<file path="config.mk">
export PLATFORM = sky130hd
export DESIGN_NAME = hash_pe_request_compactor
export DESIGN_NICKNAME = d
export VERILOG_FILES = /design/src/rtl/hash_pe_request_compactor.sv
export SDC_FILE = /design/constraint.sdc
export NUM_CORES = 1
export LEC_CHECK = 0
export CORE_AREA = 2 2 205 258
export CTS_CLUSTER_SIZE = 40
export DETAILED_ROUTE_END_ITERATION = 6
export DIE_AREA = 0 0 207 260
export GPL_TIMING_DRIVEN = 1
export PLACE_DENSITY = 0.6
export SLEW_MARGIN = 20
export SYNTH_ARGS = -nofsm -noshare
export SYNTH_HDL_FRONTEND = slang
export SYNTH_SLANG_ARGS = --single-unit
</file>
<file path="constraint.sdc">
create_clock -name clk -period 33.8 [get_ports clk]
set_input_delay 5.07 -clock clk [delete_from_list [all_inputs] [get_ports clk]]
set_output_delay 5.07 -clock clk [all_outputs]
set_load 0.02 [all_outputs]
</file>
<file path="src/rtl/hash_pe_request_compactor.sv">
// hash_pe_request_compactor
//   Packs the masked slots of one hash-request vector into up to OUT_LANES
//   output lanes per cycle, lowest slot index first. A per-vector cap keeps
//   only the lowest cfg_max_req requests; the rest are counted as dropped.
//   A vector that cannot be fully emitted in its acceptance cycle is parked
//   in a one-vector buffer and drained from there (in_ready low meanwhile).
// Ports
//   clk, rst          clock, synchronous active-high reset
//   cfg_max_req       per-vector request cap (0 or >ISSUE_W = unlimited)
//   in_valid/in_ready input vector handshake
//   in_head_addr      address of slot 0
//   in_mask           slot-valid mask
//   in_hash_vec       per-slot hash values, slot i at [i*HASH_W +: HASH_W]
//   in_delim          vector delimiter
//   out_valid         contiguous lane-valid mask
//   out_addr_vec      per-lane address (head + slot index, wrapping)
//   out_hash_vec      per-lane hash value
//   out_last          lane carrying the final kept request of its vector
//   out_delim         delimiter of the vector being emitted
//   out_ready         accepts all valid lanes at once
//   in_flush_mode     high while draining the buffer
//   dropped_cnt       saturating count of capped-away requests
module hash_pe_request_compactor #(
  parameter int unsigned ISSUE_W   = 8,
  parameter int unsigned OUT_LANES = 2,
  parameter int unsigned HASH_W    = 13,
  parameter int unsigned ADDR_W    = 32,
  parameter int unsigned CNT_W     = 16,
  localparam int unsigned IDX_W    = (ISSUE_W > 1) ? $clog2(ISSUE_W) : 1,
  localparam int unsigned CW       = IDX_W + 1
) (
  input  logic                        clk,
  input  logic                        rst,
  input  logic [CW-1:0]               cfg_max_req,
  input  logic                        in_valid,
  output logic                        in_ready,
  input  logic [ADDR_W-1:0]           in_head_addr,
  input  logic [ISSUE_W-1:0]          in_mask,
  input  logic [HASH_W*ISSUE_W-1:0]   in_hash_vec,
  input  logic                        in_delim,
  output logic [OUT_LANES-1:0]        out_valid,
  output logic [ADDR_W*OUT_LANES-1:0] out_addr_vec,
  output logic [HASH_W*OUT_LANES-1:0] out_hash_vec,
  output logic [OUT_LANES-1:0]        out_last,
  output logic                        out_delim,
  input  logic                        out_ready,
  output logic                        in_flush_mode,
  output logic [CNT_W-1:0]            dropped_cnt
);

  localparam int unsigned SUM_W = ((CNT_W > CW) ? CNT_W : CW) + 1;
  localparam logic [SUM_W-1:0] CNT_MAX = SUM_W'({CNT_W{1'b1}});

  typedef enum logic [1:0] {
    ST_NORMAL = 2'b01,
    ST_DRAIN  = 2'b10
  } state_e;

  state_e                      state_q, state_d;
  logic [ADDR_W-1:0]           buf_head_q;
  logic [HASH_W*ISSUE_W-1:0]   buf_hash_q;
  logic                        buf_delim_q;
  logic [ISSUE_W-1:0]          buf_mask_q, buf_mask_d;
  logic                        buf_load;
  logic [CNT_W-1:0]            dropped_q, dropped_d;

  logic [CW-1:0]               cap;
  logic [ISSUE_W-1:0]          kept_mask;
  logic [CW-1:0]               in_cnt, kept_cnt, drop_cnt;
  logic [SUM_W-1:0]            drop_sum;

  logic                        is_drain;
  logic [ISSUE_W-1:0]          src_mask;
  logic [ADDR_W-1:0]           src_head;
  logic [HASH_W*ISSUE_W-1:0]   src_hash;
  logic [ISSUE_W-1:0]          emit_mask;
  logic [CW-1:0]               pend_cnt;
  logic [CW-1:0]               pre [ISSUE_W];
  logic [IDX_W-1:0]            lane_idx [OUT_LANES];
  logic                        lane_on;

  // Effective cap and the kept subset (lowest `cap` set bits) of the input mask
  always_comb begin
    cap       = ((cfg_max_req == '0) || (cfg_max_req > CW'(ISSUE_W))) ? CW'(ISSUE_W) : cfg_max_req;
    kept_mask = '0;
    in_cnt    = '0;
    kept_cnt  = '0;
    for (int i = 0; i < ISSUE_W; i++) begin
      if (in_mask[i]) begin
        in_cnt = in_cnt + CW'(1);
        if (kept_cnt < cap) begin
          kept_mask[i] = 1'b1;
          kept_cnt     = kept_cnt + CW'(1);
        end
      end
    end
    drop_cnt = in_cnt - kept_cnt;
    drop_sum = SUM_W'(dropped_q) + SUM_W'(drop_cnt);
  end

  // Lanes come from the buffer while draining, otherwise straight from the input
  assign is_drain = (state_q == ST_DRAIN);
  assign src_mask = is_drain ? buf_mask_q  : kept_mask;
  assign src_head = is_drain ? buf_head_q  : in_head_addr;
  assign src_hash = is_drain ? buf_hash_q  : in_hash_vec;

  // Prefix count of pending bits: slot i goes to lane pre[i] if that lane exists
  always_comb begin
    emit_mask = '0;
    pend_cnt  = '0;
    for (int i = 0; i < ISSUE_W; i++) begin
      pre[i] = pend_cnt;
      if (src_mask[i]) begin
        if (pend_cnt < CW'(OUT_LANES)) emit_mask[i] = 1'b1;
        pend_cnt = pend_cnt + CW'(1);
      end
    end
  end

  // Slot index feeding each lane
  always_comb begin
    for (int j = 0; j < OUT_LANES; j++) begin
      lane_idx[j] = '0;
      for (int i = 0; i < ISSUE_W; i++) begin
        if (src_mask[i] && (pre[i] == CW'(j))) lane_idx[j] = IDX_W'(i);
      end
    end
  end

  // Output lanes; everything handshake-related is forced low during reset.
  // The highest kept request is always the highest pending one, so the last
  // lane is the one whose position equals the remaining pending count.
  always_comb begin
    lane_on       = !rst && (is_drain || ((state_q == ST_NORMAL) && in_valid));
    in_ready      = !rst && (state_q == ST_NORMAL);
    in_flush_mode = !rst && is_drain;
    out_delim     = is_drain ? buf_delim_q : in_delim;
    out_valid     = '0;
    out_last      = '0;
    out_addr_vec  = '0;
    out_hash_vec  = '0;
    for (int j = 0; j < OUT_LANES; j++) begin
      out_valid[j] = lane_on && (CW'(j) < pend_cnt);
      out_last[j]  = lane_on && (pend_cnt == CW'(j + 1));
      out_addr_vec[j*ADDR_W +: ADDR_W] = src_head + ADDR_W'(lane_idx[j]);
      out_hash_vec[j*HASH_W +: HASH_W] = src_hash[int'(lane_idx[j])*HASH_W +: HASH_W];
    end
  end

  // Next-state, buffer mask and drop counter
  always_comb begin
    state_d    = state_q;
    buf_mask_d = buf_mask_q;
    buf_load   = 1'b0;
    dropped_d  = dropped_q;
    case (state_q)
      ST_NORMAL: begin
        if (in_valid) begin
          dropped_d = (drop_sum > CNT_MAX) ? {CNT_W{1'b1}} : CNT_W'(drop_sum);
          if ((kept_cnt != '0) && !(out_ready && (kept_cnt <= CW'(OUT_LANES)))) begin
            state_d    = ST_DRAIN;
            buf_load   = 1'b1;
            buf_mask_d = out_ready ? (kept_mask & ~emit_mask) : kept_mask;
          end
        end
      end
      ST_DRAIN: begin
        if (out_ready) begin
          buf_mask_d = buf_mask_q & ~emit_mask;
          if (buf_mask_d == '0) state_d = ST_NORMAL;
        end
      end
      default: begin
        state_d    = ST_NORMAL;
        buf_mask_d = '0;
      end
    endcase
  end

  // State, buffer and counter registers
  always_ff @(posedge clk) begin
    if (rst) begin
      state_q     <= ST_NORMAL;
      buf_mask_q  <= '0;
      buf_head_q  <= '0;
      buf_hash_q  <= '0;
      buf_delim_q <= 1'b0;
      dropped_q   <= '0;
    end else begin
      state_q    <= state_d;
      buf_mask_q <= buf_mask_d;
      dropped_q  <= dropped_d;
      if (buf_load) begin
        buf_head_q  <= in_head_addr;
        buf_hash_q  <= in_hash_vec;
        buf_delim_q <= in_delim;
      end
    end
  end

  assign dropped_cnt = dropped_q;

endmodule

</file>
==> results.cfg, run 1 <==
[detailed_routing]
first_pass_iters = 5
vias_per_cell = 5.531
drc = 0
routed_wl_um = 53860
wl_per_cell_um = 20.72
ant_nets = 0
num_vias = 14380
drtIter0Drc = 1139

[run]
drv_cap = 0

[clocking]
cts_resized = 0
path_clk_slew_ns = 0.08
h-tree-depth = 4
cts_tree = done
hold_buffers = 0
post_cts_buffers = 0
cts_buffers = 17
clock_sinks = 163
clk_latency_ns = 0.50
cts_max_path_buffers = 2
root_buffer = clkbuf_16

[pwr]
p_sw_mw = 1.175
sw_frac_of_total_pct = 52.78
ir_drop_mv = 0.1412
seq_power_share_pct = 12.7
clock_power_share_pct = 8.9
p_per_area_nw_per_um2 = 117.5
pwr-share-comb_pct = 78.4
p_leak_nw = 6.750
internal_power_mw = 1.051

[floorplan]
die_h_um = 260
start_util_pct = 29.81
io-pin-count = 266
rows = 93
die_area_um2 = 53820
die_w_um = 207
coreArea_um2 = 51200

[critical_path]
slowest_stage = a211oi_2
path_max_fanout = 67
critPathArrivalTime_ns = 21.74
critPathKind = in -> out
critPathLaunchType = input pin
critPathMostFrequentCell = ha_1
required_ns = 28.73
endpoint_kind = output pin
slowest_delay_ns = 0.78

[global_routing]
grt_pass1_wl_um = 82200
met2_usage_pct = 33.87
grt_max_degree = 138
met1_usage_pct = 22.96
antenna_found_initial = 9
grt_usage_pct = 19.57
gr-total-overflow = 0
grt_use_met3_pct = 4.987
grt_pass1_vias = 14150
grt_most_used_layer = met2

[cells_and_area]
drive_gt1_share_pct = 11.26
seqCellArea_um2 = 3263
multi_input_area_um2 = 11140
most-common-layout-cells = clkdlybuf4s50_1 (264), nor2_1 (226), mux2i_1 (191)
fill_cells = 5218
final_nets = 2135
stdcell_count = 2600
final_cell_area_um2 = 18950
layout_commonest_cell = clkdlybuf4s50_1
synthToLayoutAreaGrowth_pct = 24.15

[sta]
fin_skew_ns = 0.01815
finalHoldViolCount = 0
period_share_pct = 79.31
worst_pin_slew_ns = 1.233
min_period_ns = 26.81
rsz0062_at_grt = no
max_freq_ghz = 0.03730
max_slew_margin_pct = 17.82
report.final.slew_viol_count = 0
finalSetupViolCount = 0
fin_setup_tns_ns = 0

[place]
place_area_um2 = 18320
io_buffers = 265
dp_hpwl_um = 39380
gp_congestion = 0.8908
placedCellCount = 2559

[outcome]
status = finished, final reports clean

[logic_synthesis]
async_flop_share_pct = 0
syn_inst = 1726
synth_fp_nets = 1947
yosysUniqueCellTypes = 106
ys_ff_latch = 163
syn_area_um2 = 15260
syn_avg_cell_area_um2 = 8.842
yosys_most_used_dff = dfxtp_1
ys_warn_count = 0
yosysSeqAreaShare_pct = 21.38
synth_edf_count = 0

[hold_path]
hold_class = reg -> reg
-- cell type report --
cell class,count,share of cell area (%)
clock buffers,17,2.245
inverters,82,1.625
repair buffers,282,14.83
diodes,8,0.1057
multi-input cells,1368,58.79
clock inverters,15,0.7924
well taps,665,4.391
flip-flops and latches,163,17.22
-- stage by stage --
step / setup WS, ns / utilization, % / power, mW / hold slack, ns
after floorplan: 11.04 / - / 1.446 / 0.4322
after global placement: 7.794 / 35.78 / 1.990 / 0.4408
after detailed placement: 7.286 / 35.78 / 2.013 / 0.4509
after CTS: 7.276 / 36.91 / 2.230 / 0.4628
after global routing: 5.893 / 36.99 / 2.362 / 0.4995
final: 6.993 / 37.01 / 2.225 / 0.4619
-- sequential cells by signal (all words and copies together), names as in the netlist --
register	cells
buf_mask_q	8
buf_head_q	32
state_q	2
buf_delim_q	1
dropped_cnt	16
buf_hash_q	104
-- per-layer routing --
metal	up-vias	routed length (um)
met5	-	0
met1	7089	21860
met4	0	1756
li1	6747	-
met2	455	26830
met3	90	3419
-- power groups by stage --
stage	Clock [mW]	Sequential, mW	Combinational [mW]
3_5_place_dp	0	0.285	1.73
5_1_grt	0.213	0.289	1.86
2_1_floorplan	0	0.277	1.17
6_report	0.199	0.282	1.74
3_3_place_gp	0	0.282	1.71
4_1_cts	0.208	0.281	1.74
-- final timing paths --
check	start	end	slack [ns]	cells after the start
worst min-delay path	buf_mask_q[0]	buf_mask_q[0]	0.46	2
worst max register to register	state_q[0]	state_q[1]	27.69	22
worst min register to register	buf_mask_q[0]	buf_mask_q[0]	0.46	2
worst max-delay path	cfg_max_req[3]	out_addr_vec[23]	6.99	57
-- synth_stat cells, types with 6 or more instances --
library cell	number	area share [%]
buf_2	15	0.49
nand2b_1	10	0.41
o211ai_1	20	0.98
nor4_1	22	0.90
and3_1	14	0.57
a21o_1	9	0.44
or3_1	8	0.33
clkbuf_1	61	1.5
a211oi_1	21	1.0
a31oi_1	12	0.49
mux2_2	14	1.0
nor2b_1	11	0.45
mux2i_1	191	13
a2111oi_0	12	0.69
o21ai_1	8	0.26
dfxtp_1	163	21
buf_4	19	0.93
a22oi_2	9	0.74
a311oi_1	6	0.34
and2_1	13	0.53
a21oi_1	83	2.7
xnor2_1	53	3.0
nor3_1	27	0.89
buf_6	11	0.81
o2bb2ai_1	12	0.69
inv_1	79	1.9
xor2_1	38	2.2
a221o_1	12	0.79
a22oi_1	22	1.1
nand3_1	34	1.1
buf_1	7	0.17
or2_2	6	0.25
ha_1	63	5.2
mux4_2	82	12
nor2_1	226	5.6
o21ai_0	58	1.9
nand4_1	25	1.0
nand2_1	123	3.0
-- critical path: cells and delay by family --
family,cells,cell delay (ns)
adders and majority gates,8,2.00
AOI/OAI and AO/OA,17,5.30
buffers and inverters,5,1.90
and+or+nand+nor,21,5.94
xor gates and xnor gates,3,0.60
muxes,3,0.83
-- logic make-up after synthesis --
logic type	count (synthesis)	share of synthesized area, %
AOI/OAI and AO/OA	349	16.80
adders and majority gates	68	5.821
muxes	296	26.51
buffers and inverters	195	5.928
xor gates and xnor gates	99	6.305
DFF	163	21.38
and+or+nand+nor	556	17.26
(Power assumes the default switching activity.)
==> inputs of run 2 (changes only) <==
- clock period: 33.8 -> 27.4 ns (I/O delays scaled with it)
==> run 2 against run 1 <==
Effect of this change: worst setup slack lost 4.3 ns; sequential power rose by 23%; flip-flop and latch count did not move; clock power up 26%; via count increased by 0.13%; combinational power grew 23%; non-clock buffer count is 1 lower; clock skew down 0.0063 ns; core utilization is essentially flat; wire length is 0.50% lower; first-iteration DRC count is 4.7% lower; cell count barely moved; largest cell class unchanged.
==> results.cfg, run 2 (synthesis gave the netlist of run 1 again) <==
[clocking]
h-tree-depth = 4
clock_sinks = 163
post_cts_buffers = 0
cts_tree = done
clk_latency_ns = 0.49
hold_buffers = 0
cts_resized = 0
cts_max_path_buffers = 2
root_buffer = clkbuf_16
cts_buffers = 17
path_clk_slew_ns = 0.08

[floorplan]
io-pin-count = 266
die_area_um2 = 53820
die_h_um = 260
coreArea_um2 = 51200
die_w_um = 207
rows = 93
start_util_pct = 29.81

[outcome]
status = finished, final reports clean

[place]
gp_congestion = 0.8937
io_buffers = 265
dp_hpwl_um = 39260

[detailed_routing]
routed_wl_um = 53590
vias_per_cell = 5.536
wl_per_cell_um = 20.61
drc = 0
num_vias = 14400
ant_nets = 0
drtIter0Drc = 1085
first_pass_iters = 7

[sta]
fin_skew_ns = 0.01188
min_period_ns = 24.74
max_slew_margin_pct = 20.27
fin_setup_tns_ns = 0
max_freq_ghz = 0.04042
report.final.slew_viol_count = 0
finalSetupViolCount = 0
finalHoldViolCount = 0
rsz0062_at_grt = no
worst_pin_slew_ns = 1.196
period_share_pct = 90.30

[critical_path]
endpoint_kind = output pin
required_ns = 23.29
critPathMostFrequentCell = ha_1
path_max_fanout = 67
ff2ff_path_depth = 19
critPathArrivalTime_ns = 20.63
slowest_stage = a211oi_2
critPathKind = in -> out
slowest_delay_ns = 0.76
critPathLaunchType = input pin

[global_routing]
grt_max_degree = 138
antenna_found_initial = 11
gr-total-overflow = 0
grt_usage_pct = 19.39
grt_pass1_wl_um = 81430
grt_pass1_vias = 13940

[pwr]
p_leak_nw = 6.750
ir_drop_mv = 0.1341
p_per_area_nw_per_um2 = 144.8

[cells_and_area]
synthToLayoutAreaGrowth_pct = 24.11
largest_reg_flops = 104
most-common-layout-cells = clkdlybuf4s50_1 (264), nor2_1 (225), mux2i_1 (191)
final_core_util_pct = 36.99
drive_gt1_share_pct = 11.27
layout_commonest_cell = clkdlybuf4s50_1
final_nets = 2134
fill_cells = 5185
regMostFlops = buf_hash_q

[hold_path]
hold_class = reg -> reg
worstHoldPathCells = 2

[run]
drv_cap = 0
run 2: cell types whose count changed in the layout (fill, tap and decap cells not counted), moves of 2 or more:
cell	change
inv_6	+2
inv_8	+2
diode_2	+2
clkinv_4	-4
run 2: area by class of cell:
| class | count | area [um^2] | share of cell area [%] |
|---|---|---|---|
| diodes | 10 | 25.02 | 0.1321 |
| clock buffers | 17 | 425.4 | 2.246 |
| clock inverters | 15 | 163.9 | 0.8654 |
| inverters | 82 | 307.8 | 1.625 |
| multi-input cells | 1368 | 11140 | 58.82 |
| flip-flops and latches | 163 | 3263 | 17.23 |
| well taps | 665 | 832.0 | 4.393 |
| repair buffers | 281 | 2783 | 14.69 |
run 2: worst paths after layout:
kind	from	end	slack, ns
worst max-delay path	cfg_max_req[3]	out_addr_vec[23]	2.66
worst min-delay path	buf_mask_q[0]	buf_mask_q[0]	0.46
worst max register to register	state_q[0]	state_q[1]	20.90
worst min register to register	buf_mask_q[0]	buf_mask_q[0]	0.46
run 2: worst max-delay path, delay by kind of cell:
family	cells	cell delay, ns
compound gates	18	5.87
xor+xnor	1	0.17
fa+ha+maj	8	1.99
buf+inv	5	1.90
mux	2	0.60
simple gates	21	5.96
run 2: metal layers:
layer	routed length, um	vias up	track usage [%]	share of wire, %
li1	-	6750	-	-
met1	21420	7088	22.58	40
met2	26970	481	33.88	50
met3	3566	78	5.120	6.7
met4	1618	2	7.659	3.0
met5	13	-	0	0.024
run 2: metrics by stage:
| stage | hold slack (ns) | std cells | total power [mW] | setup slack, ns | area (um^2) |
|---|---|---|---|---|---|
| 5_1_grt | 0.4990 | 2598 | 2.918 | 1.382 | 18930 |
| 3_3_place_gp | 0.4409 | 2559 | 2.454 | 3.303 | 18320 |
| 6_report | 0.4557 | 2601 | 2.743 | 2.658 | 18940 |
| 3_5_place_dp | 0.4449 | 2559 | 2.481 | 2.841 | 18320 |
| 2_1_floorplan | 0.4322 | 1726 | 1.783 | 6.558 | 15260 |
| 4_1_cts | 0.4566 | 2591 | 2.752 | 2.767 | 18910 |
run 2: where the power goes:
| part | leakage, nW | internal [mW] | switching, mW |
|---|---|---|---|
| combinational | 5.13 | 0.868 | 1.28 |
| clock | 0.287 | 0.129 | 0.122 |
| sequential | 1.33 | 0.299 | 0.0481 |
| total | 6.75 | 1.30 | 1.45 |
